`config.mk`:
```
export PLATFORM = sky130hd
export DESIGN_NAME = marquee_scan_driver
export DESIGN_NICKNAME = d
export VERILOG_FILES = /design/src/rtl/marquee_scan_driver.sv
export SDC_FILE = /design/constraint.sdc
export NUM_CORES = 1
export LEC_CHECK = 0
export ABC_AREA = 1
export CORE_MARGIN = 2
export CORE_UTILIZATION = 62
export DETAILED_ROUTE_END_ITERATION = 8
export GPL_TIMING_DRIVEN = 0
export PLACE_DENSITY = 0.8
export SYNTH_ARGS = -nofsm -noshare
export SYNTH_HDL_FRONTEND = slang
export SYNTH_SLANG_ARGS = --single-unit
```
`constraint.sdc`:
```
create_clock -name clk -period 6.8 [get_ports clk]
set_input_delay 1.02 -clock clk [delete_from_list [all_inputs] [get_ports clk]]
set_output_delay 1.02 -clock clk [all_outputs]
set_load 0.005 [all_outputs]
```
`src/rtl/marquee_scan_driver.sv`:
```
// Scrolling message scanner: holds character indices, feeds them to the segment
// lookup stage and multiplexes the returned patterns across common-anode digits.
module marquee_scan_driver #(
    parameter int unsigned NUM_DIGITS    = 8,
    parameter int unsigned MSG_LEN       = 32,
    parameter int unsigned SCAN_DIV      = 50000,
    parameter int unsigned SCROLL_FRAMES = 200
) (
    input  logic                       clk,
    input  logic                       rst_n,
    input  logic                       wr_en,
    input  logic [$clog2(MSG_LEN)-1:0] wr_addr,
    input  logic [6:0]                 wr_data,
    input  logic [$clog2(MSG_LEN):0]   msg_len,
    input  logic                       scroll_en,
    output logic [6:0]                 index,
    input  logic [6:0]                 seg_in,
    output logic [6:0]                 seg_out,
    output logic [NUM_DIGITS-1:0]      dig_sel,
    output logic                       frame_done
);
    localparam int unsigned AW        = $clog2(MSG_LEN);
    localparam int unsigned LW        = AW + 1;
    localparam int unsigned DW        = (NUM_DIGITS > 1) ? $clog2(NUM_DIGITS) : 1;
    localparam int unsigned CW        = $clog2(SCAN_DIV);
    localparam int unsigned FW        = (SCROLL_FRAMES > 1) ? $clog2(SCROLL_FRAMES) : 1;
    localparam int unsigned SW        = ((AW > DW) ? AW : DW) + 1;
    localparam int unsigned HOLD_LAST = SCAN_DIV - 4;

    typedef enum logic [1:0] {ST_BLANK, ST_WAIT, ST_LATCH, ST_HOLD} state_t;

    state_t          state_q, state_d;
    logic [CW-1:0]   cnt_q, cnt_d;
    logic [DW-1:0]   digit_q, digit_d;
    logic [LW-1:0]   len_q, len_d;
    logic [AW-1:0]   offset_q, offset_d;
    logic [FW-1:0]   fcnt_q, fcnt_d;
    logic [6:0]      index_d, seg_d;
    logic [NUM_DIGITS-1:0] dig_d;
    logic            done_d;
    logic [LW-1:0]   len_clamp;
    logic [SW-1:0]   pos;
    logic [6:0]      char_c;
    logic [6:0]      msg_buf [MSG_LEN];

    assign len_clamp = (32'(msg_len) > MSG_LEN) ? LW'(MSG_LEN) : msg_len;

    // Next-state, scroll bookkeeping and next registered outputs.
    always_comb begin
        state_d  = state_q;
        cnt_d    = cnt_q;
        digit_d  = digit_q;
        len_d    = len_q;
        offset_d = offset_q;
        fcnt_d   = fcnt_q;
        index_d  = index;
        seg_d    = seg_out;
        dig_d    = dig_sel;
        done_d   = 1'b0;
        pos      = '0;
        char_c   = '0;

        // frame_done marks the final cycle of the frame, so it doubles as the boundary strobe
        if (frame_done) begin
            len_d = len_clamp;
            if ((32'(len_clamp) <= NUM_DIGITS) || (LW'(offset_q) >= len_clamp)) begin
                offset_d = '0;
                fcnt_d   = '0;
            end else if (scroll_en) begin
                if (fcnt_q == FW'(SCROLL_FRAMES - 1)) begin
                    fcnt_d   = '0;
                    offset_d = ((LW'(offset_q) + LW'(1)) == len_clamp) ? '0 : offset_q + AW'(1);
                end else begin
                    fcnt_d = fcnt_q + FW'(1);
                end
            end
        end

        case (state_q)
            ST_BLANK: state_d = ST_WAIT;
            ST_WAIT: begin
                state_d = ST_LATCH;
                seg_d   = seg_in;
                dig_d   = ~(NUM_DIGITS'(1) << digit_q);
            end
            ST_LATCH: begin
                state_d = ST_HOLD;
                cnt_d   = '0;
            end
            ST_HOLD: begin
                if (cnt_q == CW'(HOLD_LAST)) begin
                    state_d = ST_BLANK;
                    digit_d = (digit_q == DW'(NUM_DIGITS - 1)) ? '0 : digit_q + DW'(1);
                    dig_d   = '1;
                    seg_d   = 7'h7F;
                end else begin
                    cnt_d = cnt_q + CW'(1);
                end
            end
            default: state_d = ST_BLANK;
        endcase

        // Character for the digit about to blank, using post-boundary length/offset.
        if (len_d == '0) begin
            char_c = '0;
        end else if (32'(len_d) <= NUM_DIGITS) begin
            char_c = (32'(digit_d) < 32'(len_d)) ? msg_buf[AW'(digit_d)] : 7'd0;
        end else begin
            pos = SW'(offset_d) + SW'(digit_d);
            if (pos >= SW'(len_d)) pos = pos - SW'(len_d);
            char_c = msg_buf[AW'(pos)];
        end

        if ((state_q == ST_HOLD) && (state_d == ST_BLANK)) index_d = char_c;

        done_d = (state_d == ST_HOLD) && (cnt_d == CW'(HOLD_LAST)) &&
                 (digit_q == DW'(NUM_DIGITS - 1));
    end

    // State, scan bookkeeping, outputs and message buffer.
    always_ff @(posedge clk) begin
        if (!rst_n) begin
            state_q    <= ST_BLANK;
            cnt_q      <= '0;
            digit_q    <= '0;
            len_q      <= '0;
            offset_q   <= '0;
            fcnt_q     <= '0;
            index      <= '0;
            seg_out    <= 7'h7F;
            dig_sel    <= '1;
            frame_done <= 1'b0;
            for (int unsigned i = 0; i < MSG_LEN; i++) msg_buf[i] <= '0;
        end else begin
            state_q    <= state_d;
            cnt_q      <= cnt_d;
            digit_q    <= digit_d;
            len_q      <= len_d;
            offset_q   <= offset_d;
            fcnt_q     <= fcnt_d;
            index      <= index_d;
            seg_out    <= seg_d;
            dig_sel    <= dig_d;
            frame_done <= done_d;
            if (wr_en && (32'(wr_addr) < MSG_LEN)) msg_buf[wr_addr] <= wr_data;
        end
    end
endmodule

```
==> impl_metrics.toml <==
[floorplanning]
die_x_um = 160
pin_count = 52
dieHeight_um = 160
core_area_mm2 = 0.0236
die_area_mm2 = 0.0255
start_util = 0.637
num_rows = 56

[cts]
clk_path_buf_depth = 3
cts.sinks = 287
cts_root_buf = "clkbuf_16"
clock_latency_ns = 0.59
tritoncts = "yes"
htree_levels = 1
numCtsBuffers = 30
clkSlewWorstSetupHoldPaths_ns = 0.06

[setup_path]
reg2reg_depth = 32
critPathCaptureType = "flip-flop"
crit-reg2reg-launch = "cnt_q[0]"
crit_path_max_incr_delay_ns = 0.54
r2r-end = "index[1]"
worst_setup_path_start_kind = "input port"
reg2reg_slack_ns = 0.78
crit_top_cell = "nand2_1"
worst_path_dominant_cell_family = "simple AND/OR/NAND/NOR gates"
arrival_ns = 6.83
cpMaxStageDelayCell = "buf_1"
cp_max_fo = 10
critical_path_class = "in -> reg"
cp.buffers_inverters = 7
cp.required_ns = 7.31
worstSetupStartpoint = "msg_len[3]"

[global_routing]
antenna_found_initial = 0
grt_pass1_wl_um = 67000
grt.busiest_layer = "met2"
grt_overflow = 0
gr-usage-all-layers = 0.337
grt_max_degree = 17
use_met3 = 0.0584
grt_pass1_vias = 12700
use_met1 = 0.445
grt_util_met2 = 0.548

[synth]
syn_area_per_cell_um2 = 8.12
synth_area_mm2 = 0.0150
async_flop_share = 0
synthTopCellsByArea = "edfxtp_1 (45%), nand2_1 (15%), dfxtp_1 (8.4%)"
yosys.area.top_type = "edfxtp_1"
ys_seq_area_frac = 0.531
synth_edf_count = 224
synthDistinctLibCells = 47
ys_warn_count = 0
synth_top_flop_cell = "edfxtp_1"
synth_cells = 1853
syn_nets = 1910
ys_seq_elements = 287
synth.top_cell.area_share = 0.447

[sta]
worst_slack_ns = 0.479
hold_violations = 0
fmaxAchievable_ghz = 0.158
finalClockSkew_ns = 0.0260
setup_viol = 0
period_share = 0.930
min_period_ns = 6.32
worst_pin_slew_ns = 1.45
setup-tns-final_ns = 0
slew_violations = 0
relSlewSlack = 0.0267
rsz0062_at_grt = "false"

[route]
drtIter0Drc = 1735
vias_per_cell = 5.89
num_vias = 13400
wl_per_cell_um = 19.0
drc_errors = 0
ant_nets = 0
drtPass1Iterations = 6
wl_um = 43400

[placement]
gp_congestion = 0.972
dp_hpwl_um = 30900
numPortBuffers = 51
pre_cts_ws_ns = -0.364

[pwr]
irDropWorstVdd_v = 0.000216
p_leak_nw = 7.24
powerDensity_mw_per_mm2 = 229

[status]
status = "finished clean"

[cells_and_area]
nNetsFinal = 1998
synthToLayoutAreaGrowth_pct = 13.0
drive_above_1_share = 0.0723
n_antenna_cell = 0
fill_cells = 1847

[min_path]
worstHoldPathCells = 2
min_delay_worst_endpoint = "seg_out[3]"
hold_class = "reg -> reg"
min_from = "seg_out[3]"

[flow_run]
cap_violations = 0
[cell usage after synthesis (all sizes together), types with 2 or more instances]
cell and count:
a21boi 2, a21oi 31, a22oi 3, buf 52, clkbuf 35, clkinv 2, dfxtp 63, edfxtp 224
fa 2, ha 26, inv 129, nand2 598, nand3 232, nand3b 8, nand4 22, nor2 305
nor3 25, nor3b 2, nor4 3, o211ai 19, o21ai 47, o21bai 3, o31ai 2, or2 3
xnor2 4, xor2 8
[flip-flops by register name (all words and copies together) (netlist names)]
register    cells
msg_buf       224
fcnt_q          8
digit_q         3
state_q         2
dig_sel         8
len_q           6
cnt_q          16
offset_q        5
frame_done      1
index           7
seg_out         7
[layer usage]
layer | up-vias | share of wire | routed length (µm)
met5 | - | 0 | 0
li1 | 6285 | - | -
met4 | 0 | 0.051 | 2190
met1 | 6100 | 0.37 | 16100
met3 | 177 | 0.12 | 5200
met2 | 880 | 0.46 | 19900
[repair_timing]
action | 4_1_cts | 5_1_grt
buffers inserted | 0 | 3
hold buffers | 0 | 0
gates resized for setup | 0 | 8
endpoints found under the setup margin | 0 | 7
[logic make-up (layout without fill, tap and decap cells)]
group	Yosys count	in the layout	share of synthesized area
buf+inv	218	328	0.0606
xor+xnor	12	12	0.00699
flops	287	287	0.531
compound gates	109	109	0.0430
fa+ha+maj	28	28	0.0243
simple gates	1199	1200	0.334
[cells in the final DEF, fill, tap and decap left out, types with 9 or more instances in the layout]
cell type | netlist | routed
dfxtp_1 | 63 | 63
nor2_1 | 304 | 302
clkinv_2 | 0 | 9
nor3_1 | 21 | 20
clkbuf_1 | 35 | 40
buf_2 | 38 | 37
inv_2 | 13 | 13
nand4_1 | 22 | 22
nand3_1 | 229 | 230
clkdlybuf4s50_1 | 0 | 50
nand2_1 | 592 | 592
a21oi_1 | 30 | 30
edfxtp_1 | 224 | 224
o211ai_1 | 18 | 18
inv_1 | 116 | 116
o21ai_0 | 37 | 37
buf_4 | 10 | 14
clkbuf_16 | 0 | 30
ha_1 | 26 | 26
[area by class of cell]
type / count / area [µm²] / share of cell area
Buffer: 87 / 422 / 0.0248
Clock buffer: 38 / 811 / 0.0477
Clock inverter: 17 / 184 / 0.0108
Inverter: 131 / 492 / 0.0289
Multi-Input combinational cell: 1349 / 6160 / 0.363
Sequential cell: 287 / 7990 / 0.470
Tap cell: 319 / 399 / 0.0235
Timing Repair Buffer: 55 / 543 / 0.0319
[through the flow]
| stage | std cells | area, µm² | utilization | power [mW] | hold WS [ns] |
|---|---|---|---|---|---|
| after floorplan | 1853 | 15000 | - | 2.16 | 0.445 |
| after global placement | 2223 | 15900 | 0.675 | 2.26 | 0.439 |
| after detailed placement | 2223 | 15900 | 0.675 | 2.27 | 0.442 |
| after CTS | 2278 | 16900 | 0.718 | 3.88 | 0.456 |
| after global routing | 2283 | 17000 | 0.720 | 3.98 | 0.489 |
| final | 2283 | 17000 | 0.720 | 3.89 | 0.456 |
[how the worst max path moves through the flow]
stage,endpoint,slack (ns),cells after the start
2_1_floorplan,index[5],1.33,35
3_3_place_gp,index[5],-0.28,36
3_5_place_dp,index[5],-0.36,35
4_1_cts,index[5],0.17,35
5_1_grt,index[5],0.04,36
6_report,index[1],0.48,36
[worst min-delay path, cell delays in order (launching register included)]
cell and delay (ns):
dfxtp_1 0.33, nand2_1 0.05, nand3_1 0.05
[power breakdown]
group	internal [mW]	switching (mW)	total [mW]	leakage, nW
clock network	0.957	0.687	1.64	0.491
logic	0.0749	0.164	0.238	4.11
registers	1.97	0.0332	2.00	2.64
No activity file was read; power rests on OpenSTA's default activity.
